$ cat config.mk
export PLATFORM = sky130hd
export DESIGN_NAME = stall_ctrl
export DESIGN_NICKNAME = d
export VERILOG_FILES = /design/src/rtl/mips_defs.sv /design/src/rtl/hctrl.sv /design/src/rtl/stall_ctrl.sv
export SDC_FILE = /design/constraint.sdc
export NUM_CORES = 1
export LEC_CHECK = 0
export CAP_MARGIN = 10
export CORE_ASPECT_RATIO = 1.1
export CORE_UTILIZATION = 26
export CTS_BUF_LIST = sky130_fd_sc_hd__clkbuf_8 sky130_fd_sc_hd__clkbuf_16
export CTS_CLUSTER_DIAMETER = 200
export DETAILED_ROUTE_END_ITERATION = 7
export GPL_TIMING_DRIVEN = 0
export HOLD_SLACK_MARGIN = 0.08
export PLACE_DENSITY = 0.76
export RECOVER_POWER = 25
export SYNTH_ARGS = -nofsm -noshare
export SYNTH_HDL_FRONTEND = slang
export SYNTH_SLANG_ARGS = --single-unit
$ cat constraint.sdc
create_clock -name clk -period 2.4 [get_ports clk]
set_input_delay 0.24 -clock clk [delete_from_list [all_inputs] [get_ports clk]]
set_output_delay 0.24 -clock clk [all_outputs]
set_load 0.03 [all_outputs]
$ cat src/rtl/mips_defs.sv
// ============================================================================
// Module : mips_defs (package)
// Brief  : Opcode/funct encodings, Tuse/Tnew constants and the decoded
//          instruction record shared by the hazard controller.
// Rev    : 1.0 - initial release
// ============================================================================
`default_nettype none

package mips_defs;

    localparam logic [5:0] OP_SPECIAL = 6'h00;
    localparam logic [5:0] OP_JAL     = 6'h03;
    localparam logic [5:0] OP_BEQ     = 6'h04;
    localparam logic [5:0] OP_BNE     = 6'h05;
    localparam logic [5:0] OP_BLEZ    = 6'h06;
    localparam logic [5:0] OP_BGTZ    = 6'h07;
    localparam logic [5:0] OP_ADDI    = 6'h08;
    localparam logic [5:0] OP_ADDIU   = 6'h09;
    localparam logic [5:0] OP_SLTI    = 6'h0a;
    localparam logic [5:0] OP_SLTIU   = 6'h0b;
    localparam logic [5:0] OP_ANDI    = 6'h0c;
    localparam logic [5:0] OP_ORI     = 6'h0d;
    localparam logic [5:0] OP_XORI    = 6'h0e;
    localparam logic [5:0] OP_LUI     = 6'h0f;
    localparam logic [5:0] OP_LB      = 6'h20;
    localparam logic [5:0] OP_LH      = 6'h21;
    localparam logic [5:0] OP_LW      = 6'h23;
    localparam logic [5:0] OP_LBU     = 6'h24;
    localparam logic [5:0] OP_LHU     = 6'h25;
    localparam logic [5:0] OP_SB      = 6'h28;
    localparam logic [5:0] OP_SH      = 6'h29;
    localparam logic [5:0] OP_SW      = 6'h2b;

    localparam logic [5:0] FN_JR      = 6'h08;
    localparam logic [5:0] FN_MFHI    = 6'h10;
    localparam logic [5:0] FN_MTHI    = 6'h11;
    localparam logic [5:0] FN_MFLO    = 6'h12;
    localparam logic [5:0] FN_MTLO    = 6'h13;
    localparam logic [5:0] FN_MULT    = 6'h18;
    localparam logic [5:0] FN_MULTU   = 6'h19;
    localparam logic [5:0] FN_DIV     = 6'h1a;
    localparam logic [5:0] FN_DIVU    = 6'h1b;
    localparam logic [5:0] FN_ADD     = 6'h20;
    localparam logic [5:0] FN_ADDU    = 6'h21;
    localparam logic [5:0] FN_SUB     = 6'h22;
    localparam logic [5:0] FN_SUBU    = 6'h23;
    localparam logic [5:0] FN_AND     = 6'h24;
    localparam logic [5:0] FN_OR      = 6'h25;
    localparam logic [5:0] FN_XOR     = 6'h26;
    localparam logic [5:0] FN_NOR     = 6'h27;
    localparam logic [5:0] FN_SLT     = 6'h2a;
    localparam logic [5:0] FN_SLTU    = 6'h2b;

    // TUSE_NONE exceeds every Tnew, so an unread source can never stall
    localparam logic [1:0] TUSE_0    = 2'd0;
    localparam logic [1:0] TUSE_1    = 2'd1;
    localparam logic [1:0] TUSE_2    = 2'd2;
    localparam logic [1:0] TUSE_NONE = 2'd3;
    localparam logic [1:0] TNEW_0    = 2'd0;
    localparam logic [1:0] TNEW_1    = 2'd1;
    localparam logic [1:0] TNEW_2    = 2'd2;

    localparam logic [4:0] REG_RA = 5'd31;

    typedef enum logic [3:0] {
        IC_OTHER  = 4'd0,
        IC_CAL_R  = 4'd1,
        IC_CAL_I  = 4'd2,
        IC_LOAD   = 4'd3,
        IC_STORE  = 4'd4,
        IC_BRANCH = 4'd5,
        IC_JR     = 4'd6,
        IC_JAL    = 4'd7,
        IC_MD     = 4'd8,
        IC_HILO   = 4'd9
    } iclass_e;

    typedef struct packed {
        iclass_e    cls;
        logic [4:0] rs;
        logic [4:0] rt;
        logic [4:0] dest;
        logic [1:0] tuse_rs;
        logic [1:0] tuse_rt;
        logic [1:0] tnew_e;
        logic [1:0] tnew_m;
    } hinfo_t;

endpackage

`default_nettype wire

$ cat src/rtl/hctrl.sv
// ============================================================================
// Module : hctrl
// Brief  : Instruction classifier with Tuse/Tnew and destination lookup,
//          instanced once per pipeline stage.
// Rev    : 1.0 - initial release
// ============================================================================
`default_nettype none

module hctrl
    import mips_defs::*;
(
    input  logic [31:0] instr_i,
    output hinfo_t      info_o
);

    logic [5:0] w_op;
    logic [5:0] w_fn;
    iclass_e    w_cls;
    logic [4:0] w_dest;
    logic       unused_shamt;

    assign w_op         = instr_i[31:26];
    assign w_fn         = instr_i[5:0];
    assign unused_shamt = ^instr_i[10:6];

    function automatic logic [1:0] tuse_rs_of(input iclass_e c);
        case (c)
            IC_BRANCH, IC_JR:                       return TUSE_0;
            IC_CAL_R, IC_CAL_I, IC_LOAD, IC_STORE:  return TUSE_1;
            default:                                return TUSE_NONE;
        endcase
    endfunction

    function automatic logic [1:0] tuse_rt_of(input iclass_e c);
        case (c)
            IC_BRANCH: return TUSE_0;
            IC_CAL_R:  return TUSE_1;
            IC_STORE:  return TUSE_2;
            default:   return TUSE_NONE;
        endcase
    endfunction

    function automatic logic [1:0] tnew_e_of(input iclass_e c);
        case (c)
            IC_CAL_R, IC_CAL_I, IC_JAL: return TNEW_1;
            IC_LOAD:                    return TNEW_2;
            default:                    return TNEW_0;
        endcase
    endfunction

    function automatic logic [1:0] tnew_m_of(input iclass_e c);
        return (c == IC_LOAD) ? TNEW_1 : TNEW_0;
    endfunction

    always_comb begin
        w_cls = IC_OTHER;
        case (w_op)
            OP_SPECIAL: begin
                case (w_fn)
                    FN_JR:                                  w_cls = IC_JR;
                    FN_MULT, FN_MULTU, FN_DIV, FN_DIVU:     w_cls = IC_MD;
                    FN_MFHI, FN_MTHI, FN_MFLO, FN_MTLO:     w_cls = IC_HILO;
                    FN_ADD, FN_ADDU, FN_SUB, FN_SUBU,
                    FN_AND, FN_OR, FN_XOR, FN_NOR,
                    FN_SLT, FN_SLTU:                        w_cls = IC_CAL_R;
                    default:                                w_cls = IC_OTHER;
                endcase
            end
            OP_JAL:                                 w_cls = IC_JAL;
            OP_BEQ, OP_BNE, OP_BLEZ, OP_BGTZ:       w_cls = IC_BRANCH;
            OP_ADDI, OP_ADDIU, OP_SLTI, OP_SLTIU,
            OP_ANDI, OP_ORI, OP_XORI, OP_LUI:       w_cls = IC_CAL_I;
            OP_LB, OP_LH, OP_LW, OP_LBU, OP_LHU:    w_cls = IC_LOAD;
            OP_SB, OP_SH, OP_SW:                    w_cls = IC_STORE;
            default:                                w_cls = IC_OTHER;
        endcase
    end

    always_comb begin
        case (w_cls)
            IC_CAL_R:          w_dest = instr_i[15:11];
            IC_CAL_I, IC_LOAD: w_dest = instr_i[20:16];
            IC_JAL:            w_dest = REG_RA;
            default:           w_dest = 5'd0;
        endcase
    end

    assign info_o.cls     = w_cls;
    assign info_o.rs      = instr_i[25:21];
    assign info_o.rt      = instr_i[20:16];
    assign info_o.dest    = w_dest;
    assign info_o.tuse_rs = tuse_rs_of(w_cls);
    assign info_o.tuse_rt = tuse_rt_of(w_cls);
    assign info_o.tnew_e  = tnew_e_of(w_cls);
    assign info_o.tnew_m  = tnew_m_of(w_cls);

endmodule

`default_nettype wire

$ cat src/rtl/stall_ctrl.sv
// ============================================================================
// Module : stall_ctrl
// Brief  : D-stage hazard controller: Tuse/Tnew data stalls plus mult/div busy
//          window. Optional stall-cycle counter built when STALL_CNT_EN is defined.
// Rev    : 1.0 - initial release
// ============================================================================
`default_nettype none

module stall_ctrl
    import mips_defs::*;
#(
    parameter int MULT_LAT = 5,
    parameter int DIV_LAT  = 10
) (
    input  logic        clk,
    input  logic        reset,
    input  logic [31:0] instrD,
    input  logic [31:0] instrE,
    input  logic [31:0] instrM,
    output logic        pc_en,
    output logic        ifid_en,
    output logic        idex_clr,
    output logic        md_busy,
    output logic [31:0] stall_cycles
);

    localparam int CNT_W = $clog2(DIV_LAT);

    hinfo_t           d_info;
    hinfo_t           e_info;
    hinfo_t           m_info;
    logic [CNT_W-1:0] md_cnt_q;
    logic [CNT_W-1:0] md_cnt_d;
    logic             w_md_start;
    logic             w_e_is_div;
    logic             w_md_busy;
    logic             w_stall_data;
    logic             w_stall_md;
    logic             w_stall;
    logic             unused_info;

    hctrl u_hctrl_d (.instr_i(instrD), .info_o(d_info));
    hctrl u_hctrl_e (.instr_i(instrE), .info_o(e_info));
    hctrl u_hctrl_m (.instr_i(instrM), .info_o(m_info));

    assign unused_info = ^{d_info.dest, d_info.tnew_e, d_info.tnew_m,
                           e_info.rs, e_info.rt, e_info.tuse_rs, e_info.tuse_rt, e_info.tnew_m,
                           m_info.cls, m_info.rs, m_info.rt, m_info.tuse_rs, m_info.tuse_rt,
                           m_info.tnew_e};

    function automatic logic src_hazard(input logic [4:0] src, input logic [1:0] tuse,
                                        input hinfo_t e, input hinfo_t m);
        return (src != 5'd0) &&
               (((src == e.dest) && (tuse < e.tnew_e)) ||
                ((src == m.dest) && (tuse < m.tnew_m)));
    endfunction

    assign w_stall_data = src_hazard(d_info.rs, d_info.tuse_rs, e_info, m_info) |
                          src_hazard(d_info.rt, d_info.tuse_rt, e_info, m_info);

    assign w_md_start = (e_info.cls == IC_MD);
    assign w_e_is_div = (instrE[5:0] == FN_DIV) || (instrE[5:0] == FN_DIVU);
    assign w_md_busy  = w_md_start | (md_cnt_q != '0);
    assign w_stall_md = w_md_busy & ((d_info.cls == IC_MD) || (d_info.cls == IC_HILO));

    // Reset overrides every hold/bubble request in the same cycle
    assign w_stall  = ~reset & (w_stall_data | w_stall_md);
    assign pc_en    = ~w_stall;
    assign ifid_en  = ~w_stall;
    assign idex_clr = w_stall;
    assign md_busy  = ~reset & w_md_busy;

    // A fresh start reloads even if the window is still open
    always_comb begin
        md_cnt_d = md_cnt_q;
        if (w_md_start) begin
            md_cnt_d = w_e_is_div ? CNT_W'(DIV_LAT - 1) : CNT_W'(MULT_LAT - 1);
        end else if (md_cnt_q != '0) begin
            md_cnt_d = md_cnt_q - CNT_W'(1);
        end
    end

    always_ff @(posedge clk) begin
        if (reset) begin
            md_cnt_q <= '0;
        end else begin
            md_cnt_q <= md_cnt_d;
        end
    end

`ifdef STALL_CNT_EN
    logic [31:0] stall_cycles_q;

    always_ff @(posedge clk) begin
        if (reset) begin
            stall_cycles_q <= 32'd0;
        end else if (w_stall) begin
            stall_cycles_q <= stall_cycles_q + 32'd1;
        end
    end

    assign stall_cycles = stall_cycles_q;
`else
    assign stall_cycles = 32'd0;
`endif

endmodule

`default_nettype wire
**Word level (Yosys, flattened, before mapping)**

Memories as Yosys holds them, arrays and structs flattened.
Cells that the tools add are included.

- Memories: 3
- Register bits: 4
- RAM bits: 0
- Latch bits: 0
- Memory bits (read-only): 768
- Bits of input ports: 98
- Output and inout bits: 36
- Logic and storage cells: 149

- Add/subtract/negate cells: 1
- Eq/ne operators: 86
- Shifts and indexed selects: 0
- Reductions and logical operators: 34
- $mul: 0
- Div/mod/pow operators: 0
- Order comparisons: 4
- Muxes and demuxes: 12
- Bitwise gates (word level): 8

Memories:

| memory | words | bits a word | rd ports | clocked after memory_dff | write ports | RTL line | source |
|---|---|---|---|---|---|---|---|
| (no name shown) | 64 | 4 | 1 | 0 | 0 | hctrl.sv:59 | `case (w_fn)` |
| (no name shown) | 64 | 4 | 1 | 0 | 0 | hctrl.sv:59 |  |
| (no name shown) | 64 | 4 | 1 | 0 | 0 | hctrl.sv:59 |  |

Operators with widths:

| cell | number |
|---|---|
| $eq A6 B4 Y1 const B | 24 |
| $eq A6 B6 Y1 const B | 24 |
| $eq A6 B3 Y1 const B | 12 |
| $pmux W4 S6 | 3 |
| $pmux W5 S3 | 2 |
| $eq A4 B2 Y1 const B | 6 |
| $reduce_or A8 Y1 | 3 |
| $eq A4 B3 Y1 const B | 5 |
| $eq A5 B5 Y1 | 4 |
| $eq A6 B2 Y1 const B | 3 |
| $logic_not A6 Y1 | 3 |
| $reduce_or A4 Y1 | 4 |
| $reduce_or A5 Y1 | 3 |
| $eq A4 B1 Y1 const B | 3 |
| $eq A4 B4 Y1 const B | 3 |
| $eq A6 B5 Y1 const B | 2 |
| $mux W4 | 3 |
| $reduce_or A3 Y1 | 4 |
| $reduce_bool A5 Y1 | 2 |
| $lt A2 B2 Y1 | 4 |
| $pmux W2 S2 | 2 |
| $logic_and A1 B1 Y1 | 6 |
| $pmux W2 S3 | 1 |
| $reduce_or A2 Y1 | 3 |
| 8 further kinds | 16 |

**Depth between registers and ports, before layout**

Gate-level depths: netlist of run 1.

- Depth in word-level cells: 14
- Depth in mapped cells: 11
- Depth with buffers taken out: 10

**Hierarchy**

A second synthesis of run 1 with hierarchy kept.

- Cell total of the unflattened synthesis: 328
- Area total of the unflattened synthesis: 2408.6 um^2

By module, submodules not included:

| module | area each (um^2) | seq. area each (um^2) | cells each | instances |
|---|---|---|---|---|
| hctrl (u_hctrl_e ...) | 518.0 | 0.0 | 76 | 2 |
| stall_ctrl | 863.3 | 80.1 | 109 | 1 |
| hctrl (u_hctrl_d) | 509.2 | 0.0 | 67 | 1 |

**Worst setup path before layout of run 1**

Ideal clock, no wire load.

- Path kind: input port to output port
- Start point: input port instrE[28]
- End point: output port idex_clr
- Path buffers: 0
- Data required time: 2.160 ns
- Setup slack: -0.375 ns
- Arrival time: 2.535 ns
- Stages: 7
- Cell sequence: or4_4 a2111oi_4 a221oi_1 xnor2_1 nor4_1 nand4_1 a41oi_1

- Longest elaborated chain between the ends: 13
- Elaborated cells on any way between the ends: 51
- Classes of those cells: 2 x order compare; 28 x eq/ne; 3 x mux; 5 x bitwise; 13 x reduce/logical

Ends and longest elaborated chain:

| what | RTL line | source |
|---|---|---|
| start: declaration | stall_ctrl.sv:18 | `input logic [31:0] instrE,` |
| $eq A6 B4 Y1, or another cell as far along | hctrl.sv:57 | `case (w_op)` |
| $reduce_or A8 Y1, or another cell as far along | hctrl.sv:57 |  |
| $pmux W4 S6 (*) | hctrl.sv:57 |  |
| $eq A4 B1 Y1, or another cell as far along | hctrl.sv:44, hctrl.sv:80 |  |
| $reduce_or A3 Y1 / $reduce_or A2 Y1 (equally long branches) | hctrl.sv:44, hctrl.sv:80 |  |
| $pmux W2 S2 / $pmux W5 S3 (equally long branches) | hctrl.sv:44, hctrl.sv:80 |  |
| $lt A2 B2 Y1 / $eq A5 B5 Y1 (equally long branches) | stall_ctrl.sv:54 | `(((src == e.dest) && (tuse < e.tnew_e)) \|\|` |
| $logic_and A1 B1 Y1 | stall_ctrl.sv:54 |  |
| $logic_or A1 B1 Y1 | stall_ctrl.sv:54 |  |
| $logic_and A1 B1 Y1 | stall_ctrl.sv:53 | `return (src != 5'd0) &&` |
| $or A1 B1 Y1 | stall_ctrl.sv:58 | `assign w_stall_data = src_hazard(d_info.rs, d_info.tuse_rs, e_info, m_info) \|` |
| $or A1 B1 Y1 (*) | stall_ctrl.sv:67 | `assign w_stall = ~reset & (w_stall_data \| w_stall_md);` |
| $and A1 B1 Y1 (*) | stall_ctrl.sv:67 |  |
| end: declaration | stall_ctrl.sv:22 | `output logic idex_clr,` |

Every way passes the cells marked *; elsewhere a longest branch is shown, timed or not.

**Worst setup path in the final report of run 1**

Ends and elaborated chain as after synthesis.

==> results of run 1 <==
-- layout by cell type (no fill, tap or decap), drive strengths merged, types with 3 or more instances in the layout --
cell / netlist / routed
a21oi: 7 / 7
a221o: 3 / 3
a221oi: 7 / 7
buf: 33 / 56
clkbuf: 0 / 5
clkdlybuf4s50: 0 / 49
conb: 1 / 32
dfxtp: 4 / 4
dlymetal6s2s: 0 / 10
ha: 4 / 4
inv: 10 / 10
nand2: 10 / 10
nand2b: 5 / 5
nand3: 3 / 3
nand4: 5 / 5
nor2: 11 / 11
nor3: 5 / 5
nor4: 5 / 5
o21ai: 6 / 6
xnor2: 17 / 17
xor2: 4 / 4
-- area by class of cell --
class	instances	share of cell area
inverters	10	0.0145
clock buffers	3	0.0160
repair buffers	85	0.321
multi-input cells	155	0.493
well taps	56	0.0271
flip-flops and latches	4	0.0309
plain buffers	33	0.0972
-- tightest hold or removal path: cells and delay by family --
family	cells	cell delay, ns
AND/OR/NAND/NOR	1	0.09
buffers and inverters	1	0.11
AO/OA/AOI/OAI	1	0.06
-- cells by family after synthesis --
| group | Yosys count | share of synthesized area |
|---|---|---|
| xor gates and xnor gates | 21 | 0.145 |
| buffers and inverters | 43 | 0.225 |
| adders and majority gates | 4 | 0.0394 |
| DFF | 4 | 0.0631 |
| muxes | 2 | 0.0158 |
| and+or+nand+nor | 59 | 0.263 |
| other | 1 | 0.00295 |
| AOI/OAI and AO/OA | 37 | 0.246 |
-- per-stage QoR --
step | setup TNS (ns) | area (µm²) | util | std cells
6_report | -1.44 | 2590 | 0.552 | 346
3_3_place_gp | -4.61 | 2180 | 0.466 | 327
2_1_floorplan | -0.415 | 1420 | - | 202
4_1_cts | -1.66 | 2350 | 0.501 | 337
5_1_grt | -1.99 | 2590 | 0.552 | 346
3_5_place_dp | -4.72 | 2180 | 0.466 | 327
-- power by group through the flow --
stage	combinational, µW	sequential [µW]	clock [µW]
after floorplan	346	106	0
after global routing	637	112	151
after global placement	512	110	0
after detailed placement	525	109	0
final	580	109	142
after CTS	542	109	146
-- layer usage --
layer / global-route usage / up-vias / share of wire
li1: - / 809 / -
met1: 0.150 / 709 / 0.36
met2: 0.306 / 65 / 0.55
met3: 0.0165 / 6 / 0.064
met4: 0.0347 / 0 / 0.022
met5: 0 / - / 0
-- worst min path at each step --
stage          slack, ns  depth (start not counted)        start           to
5_1_grt             0.39                          3    instrE[1]  md_cnt_q[0]
3_3_place_gp        0.56                          4  md_cnt_q[1]  md_cnt_q[1]
3_5_place_dp        0.57                          4  md_cnt_q[1]  md_cnt_q[1]
6_report            0.34                          3    instrE[1]  md_cnt_q[0]
2_1_floorplan       0.31                          1        reset  md_cnt_q[0]
4_1_cts             0.49                          3    instrE[1]  md_cnt_q[0]
-- what timing repair did --
action / CTS / global route
gates cloned: 0 / 0
endpoints found under the hold margin: 0 / 0
setup endpoints to repair: 4 / 4
pin swaps: 12 / 15
gates resized for setup: 55 / 36
setup buffers: 7 / 9
==> results.sh, run 1 <==
export IMPL_vias=1589
export IMPL_yosys_warnings=0
export IMPL_seq_area_um2=80.1
export IMPL_setup_viol=4
export IMPL_synth_most_common_cell="buf_4"
export IMPL_syn_area_per_cell_um2=7.43
export IMPL_r2r_start="md_cnt_q[0]"
export IMPL_insertion_delay_ns=0.22
export IMPL_finalHoldViolations=0
export IMPL_rrSetupSlack_ns=0.83
export IMPL_io_pins=134
export IMPL_grtUsageTotal=0.147
export IMPL_gp_congestion=0.897
export IMPL_cts_tree="built"
export IMPL_vias_per_cell=4.59
export IMPL_drive_above_1_share=0.314
export IMPL_slowest_delay_ns=0.54
export IMPL_grt_pass1_wl_um=5800
export IMPL_maxSlewViolCount=0
export IMPL_fin_worst_skew_ns=0.00242
export IMPL_critPathBufInv=5
export IMPL_ys_ff_latch=4
export IMPL_cp_cell_sequence="buf_6 -> or4_4 -> a2111oi_4 -> buf_6 -> buf_4 -> a221oi_4 -> xnor2_2 -> nor4_2 -> nand4_1 -> buf_4 -> a41oi_2 -> buf_6"
export IMPL_cp_endpoint="idex_clr"
export IMPL_ir_drop_mv=0.165
export IMPL_status="complete, but fails checks"
export IMPL_crit_path_frequent_cell="buf_6"
export IMPL_io_buffer_count=69
export IMPL_grt_max_degree=8
export IMPL_r2r_end="md_cnt_q[2]"
export IMPL_synth_edf_count=0
export IMPL_drt_total_wl_um=4170
export IMPL_grt_overflow=0
export IMPL_critPathArrivalTime_ns=2.59
export IMPL_clockRootBuffer="clkbuf_8"
export IMPL_power_per_cell_area_mw_per_mm2=321
export IMPL_antenna_left=0
export IMPL_failed_checks="setup timing"
export IMPL_holdWs_ns=0.336
export IMPL_synth_top_area_share=0.195
export IMPL_ys_top_cells_by_count="buf_4 (33), xnor2_1 (17), nor2_1 (11)"
export IMPL_ys_flop_type="dfxtp_1"
export IMPL_cts_sinks=4
export IMPL_fmax_mhz=354
export IMPL_top_regs="md_cnt_q x4"
export IMPL_multi_input_area_mm2=0.00128
export IMPL_ys_types=46
export IMPL_dieArea_mm2=0.00517
export IMPL_drc=0
export IMPL_swShare=0.408
export IMPL_fin_nets=394
export IMPL_h_tree_depth=1
export IMPL_regMostFlops="md_cnt_q"
export IMPL_crit_path_start_kind="primary input"
export IMPL_die_w_um=68.6
export IMPL_power_switching_uw=339
export IMPL_cts_clk_slew_worst_paths_ns=0.03
export IMPL_grt_antenna_before_repair=0
export IMPL_yosysSeqAreaShare=0.0631
export IMPL_cts_path_max_buffers=2
export IMPL_dpl_hpwl_um=3200
export IMPL_drt_pass1_iter_count=4
export IMPL_crit_fanout=4
export IMPL_syn_inst=171
export IMPL_p_int_uw=492
export IMPL_critPathCaptureType="primary output"
export IMPL_fill_cells=433
export IMPL_sequentialPowerShare=0.132
export IMPL_min_path_type="primary input to register"
export IMPL_antennaDiodeCount=0
export IMPL_synth_area_leaders="buf_4 (20%), xnor2_1 (12%), dfxtp_1 (6.3%)"
export IMPL_leakage_uw=0.00119
export IMPL_timing_slew_headroom=0.589
export IMPL_die_h_um=75.3
export IMPL_coreArea_mm2=0.00468
export IMPL_criticalPathCategory="primary input to primary output"
export IMPL_largest_register_ffs=4
export IMPL_finalPower_uw=832
export IMPL_worst_path_stages=12
export IMPL_grt_setup_unrepaired="yes"
export IMPL_synth_area_leader_cell="buf_4"
export IMPL_drt_iter0_drc=28
export IMPL_cts_buffers=3
export IMPL_hold_buffers=0
export IMPL_grt_pass1_vias=1404
export IMPL_tightest_slew_ns=0.616
export IMPL_power_frac_comb=0.698
export IMPL_startpoint="instrE[28]"
export IMPL_critPathTopFamily="simple AND/OR/NAND/NOR gates"
export IMPL_finalCritPeriodShare=1.18
export IMPL_p_clk_frac=0.170
export IMPL_critPathSlowestCell="or4_4"
export IMPL_start_util=0.271
export IMPL_reg2regPathDepth=5
export IMPL_area_growth_pct=104
export IMPL_rows=26
export IMPL_period_needed_ns=2.83
export IMPL_wl_per_cell_um=12.1
export IMPL_maxCapViolations=0
export IMPL_post_place_ws_ns=-1.50
export IMPL_worst_slack_ns=-0.428
export IMPL_syn_area_mm2=0.00127
export IMPL_synthArstFlopShare=0
export IMPL_required_ns=2.16
No activity file was read; power rests on OpenSTA's default activity.
==> inputs of run 2 (changes only) <==
HOLD_SLACK_MARGIN = 0.1   (was 0.08)
clock period = 2.6 ns   (was 2.4 ns; I/O delays follow)
==> results.sh, run 2 (synthesis results as in run 1) <==
export IMPL_cts_tree="built"
export IMPL_min_path_type="primary input to register"
export IMPL_maxSlewViolCount=0
export IMPL_crit_path_start_kind="primary input"
export IMPL_tightest_slew_ns=0.592
export IMPL_vias_per_cell=4.48
export IMPL_power_switching_uw=304
export IMPL_reg2regPathDepth=5
export IMPL_p_clk_frac=0.175
export IMPL_period_needed_ns=2.86
export IMPL_wl_per_cell_um=11.6
export IMPL_rrSetupSlack_ns=1.05
export IMPL_die_w_um=68.6
export IMPL_coreArea_mm2=0.00468
export IMPL_h_tree_depth=1
export IMPL_cts_buffers=3
export IMPL_io_buffer_count=69
export IMPL_grt_max_degree=8
export IMPL_regMostFlops="md_cnt_q"
export IMPL_leakage_uw=0.00119
export IMPL_ir_drop_mv=0.156
export IMPL_grt_pass1_vias=1467
export IMPL_drt_iter0_drc=49
export IMPL_io_pins=134
export IMPL_fmax_mhz=350
export IMPL_swShare=0.408
export IMPL_fin_worst_skew_ns=0.00193
export IMPL_critPathCaptureType="primary output"
export IMPL_largest_register_ffs=4
export IMPL_gp_congestion=0.919
export IMPL_fin_nets=392
export IMPL_power_per_cell_area_mw_per_mm2=297
export IMPL_area_growth_pct=97.3
export IMPL_holdWs_ns=0.470
export IMPL_critPathArrivalTime_ns=2.60
export IMPL_final_util=0.535
export IMPL_instances_no_fill=344
export IMPL_clockRootBuffer="clkbuf_8"
export IMPL_post_place_ws_ns=-1.37
export IMPL_setup_viol=3
export IMPL_die_h_um=75.3
export IMPL_timing_slew_headroom=0.605
export IMPL_crit_fanout=6
export IMPL_start_util=0.271
export IMPL_status="complete, but fails checks"
export IMPL_drc=0
export IMPL_grt_overflow=0
export IMPL_hold_depth=3
export IMPL_finalPower_uw=745
export IMPL_worst_slack_ns=-0.258
export IMPL_power_frac_comb=0.690
export IMPL_cts_path_max_buffers=2
export IMPL_finalHoldViolations=0
export IMPL_grt_pass1_wl_um=5920
export IMPL_drive_above_1_share=0.285
export IMPL_top_regs="md_cnt_q x4"
export IMPL_drt_total_wl_um=3980
export IMPL_antenna_left=0
export IMPL_grtUsageTotal=0.148
export IMPL_required_ns=2.34
export IMPL_dieArea_mm2=0.00517
export IMPL_finalCritPeriodShare=1.10
export IMPL_cts_clk_slew_worst_paths_ns=0.03
export IMPL_antennaDiodeCount=0
export IMPL_maxCapViolations=0
export IMPL_cts_sinks=4
export IMPL_vias=1542
export IMPL_criticalPathCategory="primary input to primary output"
export IMPL_mostFrequentLayoutCells="clkdlybuf4s50_1 (44), buf_4 (43), conb_1 (32), xnor2_1 (16), dlymetal6s2s_1 (14)"
export IMPL_grt_setup_unrepaired="yes"
export IMPL_failed_checks="setup timing"
export IMPL_final_common_cell="clkdlybuf4s50_1"
export IMPL_grt_antenna_before_repair=0
export IMPL_rows=26
export IMPL_dp_cells=327
export IMPL_fill_cells=432
export IMPL_p_int_uw=441
export IMPL_dpl_hpwl_um=3240
export IMPL_sequentialPowerShare=0.135
export IMPL_drt_pass1_iter_count=4
export IMPL_insertion_delay_ns=0.22
run 2: cell types whose count changed in the layout (fill, tap and decap cells not counted), sizes merged:
| cell | delta |
|---|---|
| buf | -2 |
| dlymetal6s2s | +4 |
| dlygate4sd2 | +3 |
| clkbuf | -2 |
| clkdlybuf4s50 | -5 |
run 2: final cells by class:
class | instances | area [µm²] | share of cell area
Clock buffer | 3 | 41.3 | 0.0165
Tap cell | 56 | 70.1 | 0.0280
Inverter | 10 | 37.5 | 0.0150
Timing Repair Buffer | 83 | 828 | 0.331
Sequential cell | 4 | 80.1 | 0.0320
Buffer | 33 | 251 | 0.100
Multi-Input combinational cell | 155 | 1200 | 0.478
run 2: power by group through the flow:
stage,Clock [µW],Combinational (µW),Sequential [µW]
after floorplan,0,319,98.3
after global placement,0,476,101
after detailed placement,0,488,102
after CTS,134,507,101
after global routing,138,563,103
final,131,514,101
run 2: worst max-delay path: stages:
cell and delay (ns):
buf_6 0.09, or4_4 0.56, a2111oi_4 0.21, buf_6 0.19, a221oi_4 0.08, xnor2_1 0.15
nor4_2 0.34, nand3_1 0.17, a41o_4 0.30, buf_6 0.11, buf_6 0.12
run 2: stage by stage:
| step | area, µm² | TNS [ns] |
|---|---|---|
| final | 2510 | -0.677 |
| after global routing | 2510 | -0.991 |
| after CTS | 2400 | -0.815 |
| after detailed placement | 2180 | -4.15 |
| after global placement | 2180 | -3.91 |
| after floorplan | 1420 | -0.0677 |
run 2: routing by layer:
metal  global-route usage  vias up  part of all wire
met5                    0        -                 0
met4               0.0347        0            0.0086
met3               0.0150        5             0.073
met2                0.302       66              0.54
met1                0.158      671              0.38
li1                     -      800                 -
run 2: timing repair:
| action | CTS | global route |
|---|---|---|
| setup endpoints to repair | 4 | 3 |
| pin swaps | 14 | 15 |
| buffers inserted | 10 | 4 |
| gates resized for setup | 60 | 21 |
| hold buffers | 0 | 0 |
run 2: path summary, 6_finish.rpt:
check               from     endpoint
max           instrE[29]        pc_en
min            instrE[1]  md_cnt_q[0]
max reg2reg  md_cnt_q[0]  md_cnt_q[2]
min reg2reg  md_cnt_q[1]  md_cnt_q[1]
